File: config.mk
export PLATFORM = sky130hd
export DESIGN_NAME = cnn_mac_pool_engine
export DESIGN_NICKNAME = d
export VERILOG_FILES = /design/src/rtl/cnn_mac_pool_engine.sv
export SDC_FILE = /design/constraint.sdc
export NUM_CORES = 2
export LEC_CHECK = 0
export CAP_MARGIN = 20
export CORE_MARGIN = 2
export CORE_UTILIZATION = 35
export DETAILED_ROUTE_END_ITERATION = 8
export PLACE_DENSITY_LB_ADDON = 0.3
export SLEW_MARGIN = 20
export SYNTH_ARGS = -nofsm -noshare
export SYNTH_HDL_FRONTEND = slang
export SYNTH_SLANG_ARGS = --single-unit
export TNS_END_PERCENT = 10
File: constraint.sdc
create_clock -name Clk -period 14.65 [get_ports Clk]
set_clock_uncertainty 0.1 [all_clocks]
set_input_delay 2.1975 -clock Clk [delete_from_list [all_inputs] [get_ports Clk]]
set_output_delay 2.1975 -clock Clk [all_outputs]
set_load 0.01 [all_outputs]
File: src/rtl/cnn_mac_pool_engine.sv
// Multi-beat MAC over N_FILT filters followed by max/average pooling of the
// filter results, with a saturated result presented on a valid/ready port.
module cnn_mac_pool_engine #(
  parameter int DATA_W = 8,
  parameter int N_IN   = 16,
  parameter int LANES  = 4,
  parameter int N_FILT = 4,
  parameter int ACC_W  = 2*DATA_W + $clog2(N_IN),
  parameter int OUT_W  = 16
) (
  input  logic                             Clk,
  input  logic                             Rst,
  input  logic                             In_Valid,
  output logic                             In_Ready,
  input  logic [LANES*DATA_W-1:0]          In_Data,
  input  logic [N_FILT*LANES*DATA_W-1:0]   W_Data,
  input  logic                             Mode,
  output logic                             Out_Valid,
  input  logic                             Out_Ready,
  output logic [OUT_W-1:0]                 Out_Data,
  output logic [$clog2(N_FILT)-1:0]        Out_Idx,
  output logic                             Out_Sat
);

  localparam int BEATS = N_IN / LANES;
  localparam int BW    = (BEATS > 1) ? $clog2(BEATS) : 1;
  localparam int FW    = $clog2(N_FILT);
  localparam int SUM_W = ACC_W + FW;

  typedef enum logic [1:0] {ST_ACC, ST_POOL, ST_OUT} state_t;

  state_t            state_q, state_d;
  logic [BW-1:0]     beat_q, beat_d;
  logic              mode_q, mode_d;
  logic [ACC_W-1:0]  acc_q [N_FILT];
  logic [ACC_W-1:0]  acc_d [N_FILT];
  logic [ACC_W-1:0]  beat_sum [N_FILT];
  logic [OUT_W-1:0]  data_q, data_d;
  logic [FW-1:0]     idx_q, idx_d;
  logic              sat_q, sat_d;

  logic [ACC_W-1:0]  max_val;
  logic [FW-1:0]     max_idx;
  logic [SUM_W-1:0]  sum_all;
  logic [SUM_W-1:0]  pool_val;
  logic [OUT_W-1:0]  pool_data;
  logic              pool_sat;

  // Operands are widened before multiplying so the product is not truncated.
  always_comb begin
    for (int f = 0; f < N_FILT; f++) begin
      beat_sum[f] = '0;
      for (int k = 0; k < LANES; k++) begin
        beat_sum[f] = beat_sum[f]
          + ACC_W'(In_Data[k*DATA_W +: DATA_W]) * ACC_W'(W_Data[(f*LANES+k)*DATA_W +: DATA_W]);
      end
    end
  end

  // Strict comparison keeps the lowest index on ties.
  always_comb begin
    max_val = acc_q[0];
    max_idx = '0;
    sum_all = '0;
    for (int f = 0; f < N_FILT; f++) begin
      sum_all = sum_all + SUM_W'(acc_q[f]);
      if (acc_q[f] > max_val) begin
        max_val = acc_q[f];
        max_idx = FW'(f);
      end
    end
    pool_val = mode_q ? (sum_all >> FW) : SUM_W'(max_val);
  end

  generate
    if (SUM_W > OUT_W) begin : g_sat
      assign pool_sat  = |pool_val[SUM_W-1:OUT_W];
      assign pool_data = pool_sat ? {OUT_W{1'b1}} : pool_val[OUT_W-1:0];
    end else begin : g_nosat
      assign pool_sat  = 1'b0;
      assign pool_data = OUT_W'(pool_val);
    end
  endgenerate

  always_comb begin
    state_d = state_q;
    beat_d  = beat_q;
    mode_d  = mode_q;
    acc_d   = acc_q;
    data_d  = data_q;
    idx_d   = idx_q;
    sat_d   = sat_q;
    case (state_q)
      ST_ACC: begin
        if (In_Valid) begin
          for (int f = 0; f < N_FILT; f++) acc_d[f] = acc_q[f] + beat_sum[f];
          if (beat_q == '0) mode_d = Mode;
          if (beat_q == BW'(BEATS-1)) begin
            beat_d  = '0;
            state_d = ST_POOL;
          end else begin
            beat_d = beat_q + 1'b1;
          end
        end
      end
      ST_POOL: begin
        data_d  = pool_data;
        idx_d   = mode_q ? '0 : max_idx;
        sat_d   = pool_sat;
        state_d = ST_OUT;
      end
      ST_OUT: begin
        if (Out_Ready) begin
          for (int f = 0; f < N_FILT; f++) acc_d[f] = '0;
          mode_d  = 1'b0;
          state_d = ST_ACC;
        end
      end
      default: state_d = ST_ACC;
    endcase
  end

  always_ff @(posedge Clk) begin
    if (Rst) begin
      state_q <= ST_ACC;
      beat_q  <= '0;
      mode_q  <= 1'b0;
      data_q  <= '0;
      idx_q   <= '0;
      sat_q   <= 1'b0;
      for (int f = 0; f < N_FILT; f++) acc_q[f] <= '0;
    end else begin
      state_q <= state_d;
      beat_q  <= beat_d;
      mode_q  <= mode_d;
      data_q  <= data_d;
      idx_q   <= idx_d;
      sat_q   <= sat_d;
      for (int f = 0; f < N_FILT; f++) acc_q[f] <= acc_d[f];
    end
  end

  assign In_Ready  = (state_q == ST_ACC);
  assign Out_Valid = (state_q == ST_OUT);
  assign Out_Data  = data_q;
  assign Out_Idx   = idx_q;
  assign Out_Sat   = sat_q;

endmodule

After elaboration in Yosys (flattened, before gate mapping) --
Index checks and enable logic that the tools add are counted.
Word-level totals: logic and storage cells 85, bits of input ports 165, output and inout bits 21, register bits after elaboration 104
Operators by class: add/subtract/negate cells 20, multiplexer cells 21, magnitude comparators 3, multipliers 16, reduce and logical (&&, ||, !) cells 8, equality and inequality tests 7
Operator list (number):
- $mul A8 B8 Y16 | 16
- $mux W80 | 2
- $pmux W80 S2 | 1
- $add A20 B19 Y20 | 4
- $mux W20 | 4
- $add A18 B16 Y19 | 4
- $add A17 B16 Y18 | 4
- $add A16 B16 Y17 | 4
- $gt A20 B20 Y1 | 3
- $add A21 B20 Y22 | 1
- $add A22 B20 Y22 | 1
- $add A20 B20 Y21 | 1
- $mux W16 | 1
- $mux W2 | 7
- $ne A2 B1 Y1 const B | 3
- $pmux W2 S3 | 1
- $reduce_and A3 Y1 | 2
- $reduce_or A6 Y1 | 1
- $eq A2 B2 Y1 const B | 2
- $logic_not A2 Y1 | 2
- $mux W1 | 4
- $reduce_and A4 Y1 | 1
- $add A2 B1 Y2 const B | 1
- $eq A2 B1 Y1 const B | 1
- 4 further kinds | 4

Longest topological paths before layout --
depth after elaboration 9, mapped depth 34

Least setup slack after synthesis --
No wires, ideal clock.
kind input -> register, start point in In_Data[3], end point reg acc_q[19] (netlist name), arrival 8654 ps, setup slack 5773 ps, required time 14427 ps, buffers on the path 1, library setup time 123 ps, stages on the path 28, path through clkbuf_1 -> nand2_1 -> fa_1 -> inv_1 -> ha_1 -> inv_1 -> fa_1 -> inv_1 -> ha_1 -> fa_1 -> inv_1 -> fa_1 -> inv_1 -> fa_1 -> inv_1 -> fa_1 -> inv_1 -> ha_1 -> fa_1 -> a21oi_1 -> o2111ai_1 -> o21ai_0 -> a311oi_1 -> or2_2 -> a221oi_1 -> xor2_1 -> a21oi_1 -> o22ai_1
On the way: word-level cells in the longest chain between the ends 7
RTL lines:
- from (decl) | RTL line 15 | input logic [LANES*DATA_W-1:0] In_Data,
- $mul A8 B8 Y16 | RTL line 55 | + ACC_W'(In_Data[k*DATA_W +: DATA_W]) * ACC_W'(W_Data[(f*LANES+k)*DATA_W +: DATA_W]);
- $add A16 B16 Y17 | RTL line 55
- $add A17 B16 Y18 | RTL line 55
- $add A18 B16 Y19 | RTL line 55
- $add A20 B19 Y20 | RTL line 96 | for (int f = 0; f < N_FILT; f++) acc_d[f] = acc_q[f] + beat_sum[f];
- $mux W80 | RTL line 95 | if (In_Valid) begin
- $pmux W80 S2 | RTL line 93 | case (state_q)
- to (decl) | RTL line 35 | logic [ACC_W-1:0] acc_q [N_FILT];
No other way between the ends. The select of a mux whose other input is x is not followed. A chain may end at the register's enable or synchronous reset.

Worst setup path in the final report --
Same ends and word-level chain as after synthesis.

==> results.md <==
* Via/cell ratio at 4.82
* CTS Hold Bufs at 0
* WP buf/inv at 7
* Count leader, synth: inv_1
* Worst-Skew Late Latency at 0.39 ns
* CTS root buffer: clkbuf_16
* HP Class: reg -> reg
* PortBufs at 185
* Antenna-violating nets left at 0
* Iter 0 DRT Violations at 1914
* Global-route wire length before repair at 206000 µm
* Fillers at 12804
* Max-slew violation count at 0
* Total of cells resized after clock tree synthesis at 0
* Required @ worst endpoint at 14.86 ns
* Clk slew on worst S/H paths at 0.07 ns
* Most frequent CP cell: fa_1
* Total wire length at 129000 µm
* Mapped Cells at 4967
* Commonest cells in the netlist: inv_1, fa_1, nand2_1
* Achievable frequency at 102 MHz
* Yosys top cell by area: fa_1
* Worst Setup Path Type: in -> reg
* Die span in y at 362 µm
* Synth area leaders: fa_1, ha_1, inv_1
* Post-synthesis async set-or-reset flop share at 0%
* Setup repair bufs after CTS at 0
* Yosys reg bits at 104
* Relative slew slack at 38.5%
* Largest stage delay, worst path at 0.56 ns
* Ys Warns at 0
* Gr usage total at 20.3%
* Netlist cell types at 68
* RSZ-0062 raised after global routing: no
* Area fraction of the dominant cell type after synthesis at 44.9%
* CTS max path bufs at 2
* Die area at 131000 µm²
* Synthesized cell area at 44900 µm²
* Initial antenna violation count at 13
* Worst-path maximum fanout at 32
* DRC at 0
* Global route overflow at 0
* Cell Count, Final, Fillers Out at 6735
* Routed wl met2 at 54100 µm
* EDFF count, synth at 0
* Crit-path leading delay family: adder cells
* Area growth syn-to-layout at 9.12%
* Worst Path Arrival at 9.98 ns
* Least-Margin Pin Slew at 0.922 ns
* DP Wirelength at 113000 µm
* Ys flop type: dfxtp_1
* H-tree depth at 3
* Initial core utilization at 35.2%
* Layout net count at 6819
* Seq/Total Area, Yosys at 4.63%
* Layout cells sized above 1 at 1.95%
* Vias in the first global route at 34340
* Status: finished, final reports clean
* Pin count of the biggest net entering global routing at 54
* Synth Net Count at 6725
* Setup Viol. Count Final at 0
* DRT Pass-1 Iters at 7
* Placed cells at 6712
* Ports at 186
* Die W at 362 µm
* CP max stage cell: fa_1
* Final Critical Period at 9.78 ns
* WL/cell at 19.1 µm
* Rows at 131
* Max-Cap Viols at 0
* TNS Setup at 0 ns
* Metal-1 WL at 63700 µm
* CTS tree: built
* Crit path launch type: input port
* CP endpoint kind: flip-flop
* TritonCTS buffer count at 9
* Final hold vios at 0
* Synthesized area per cell at 9.05 µm²
* Vias post-DR at 32477
* Core Box Area at 128000 µm²
* Fin util at 38.5%
* Metal3 WL at 7730 µm
* Final GP Congestion at 0.903
* Clock sinks at 104
* DR top layer: met5
* Fin crit share at 66.7%
[per-layer routing]
metal	up-vias	GRT usage, %
met3	126	3.04
met2	814	30.1
met5	-	0
met4	8	5.25
met1	16491	30.8
li1	15038	-
[sequential cells by signal (all words and copies together), names as in the netlist]
name	cells
acc_q	80
Out_Data	16
Out_Idx	2
beat_q	2
state_q	2
Out_Sat	1
mode_q	1
[worst register-to-register path, delay by kind of cell, from the launching register on]
family | cells | cell delay, ns
and+or+nand+nor | 5 | 0.81
buffers and inverters | 4 | 1.14
DFF | 1 | 0.67
muxes | 1 | 0.41
AOI/OAI and AO/OA | 15 | 4.29
adders and majority gates | 3 | 0.94
[path summary, 6_finish.rpt]
path | slack (ns) | endpoint | depth (start not counted) | start
max reg2reg | 6.24 | Out_Data[11] | 28 | acc_q[70]
min | 0.36 | Out_Idx[1] | 2 | Out_Idx[1]
max | 4.87 | acc_q[19] | 26 | In_Data[3]
min reg2reg | 0.36 | Out_Idx[1] | 2 | Out_Idx[1]
[cell families (layout without fill, tap and decap cells)]
kind of cell             after synthesis  after routing  synth area share [%]
other                                  0              7                     0
buffers and inverters               1419           1518                  11.9
flip-flops                           104            104                  4.63
AND/OR/NAND/NOR                     1394           1394                  14.9
XOR/XNOR                              64             64                  1.25
AO/OA/AOI/OAI                        374            374                  5.67
multiplexers                          19             19                 0.426
adder cells (fa/ha/maj)             1593           1593                  61.2
[cell usage in the layout (no fill, tap or decap), drive strengths merged, types with 21 or more instances in the layout]
cell type,count
a21o,29
nor2,138
and2,468
dfxtp,104
nand2,645
xnor2,43
nand3,35
a211oi,34
ha,585
inv,1263
clkdlybuf4s50,183
nor3,31
buf,56
xor2,21
a21oi,94
a22oi,43
fa,1008
o21ai,60
[per-stage QoR]
step	worst slack [ns]	instance area, µm²	hold WS [ns]
finish	4.87	49000	0.361
global placement	4.51	48700	0.355
floorplan	5.77	44900	0.353
CTS	4.89	49000	0.366
detailed placement	4.51	48700	0.348
global route	4.39	49000	0.411
[layout make-up]
type                       instances  area (µm²)  area share [%]
timing repair buffer             239        2250            4.59
sequential                       104        2080            4.24
clock buffer                       9         225           0.459
antenna                            7        17.5          0.0357
multi-input combinational       3444       37500            76.5
tap                             1662        2080            4.24
clock inverter                     7         119           0.242
inverter                        1263        4740            9.67
Power is left out: the tool's default activity adds up to more than one toggle a clock period on the data nets, which glitch-free logic cannot reach.
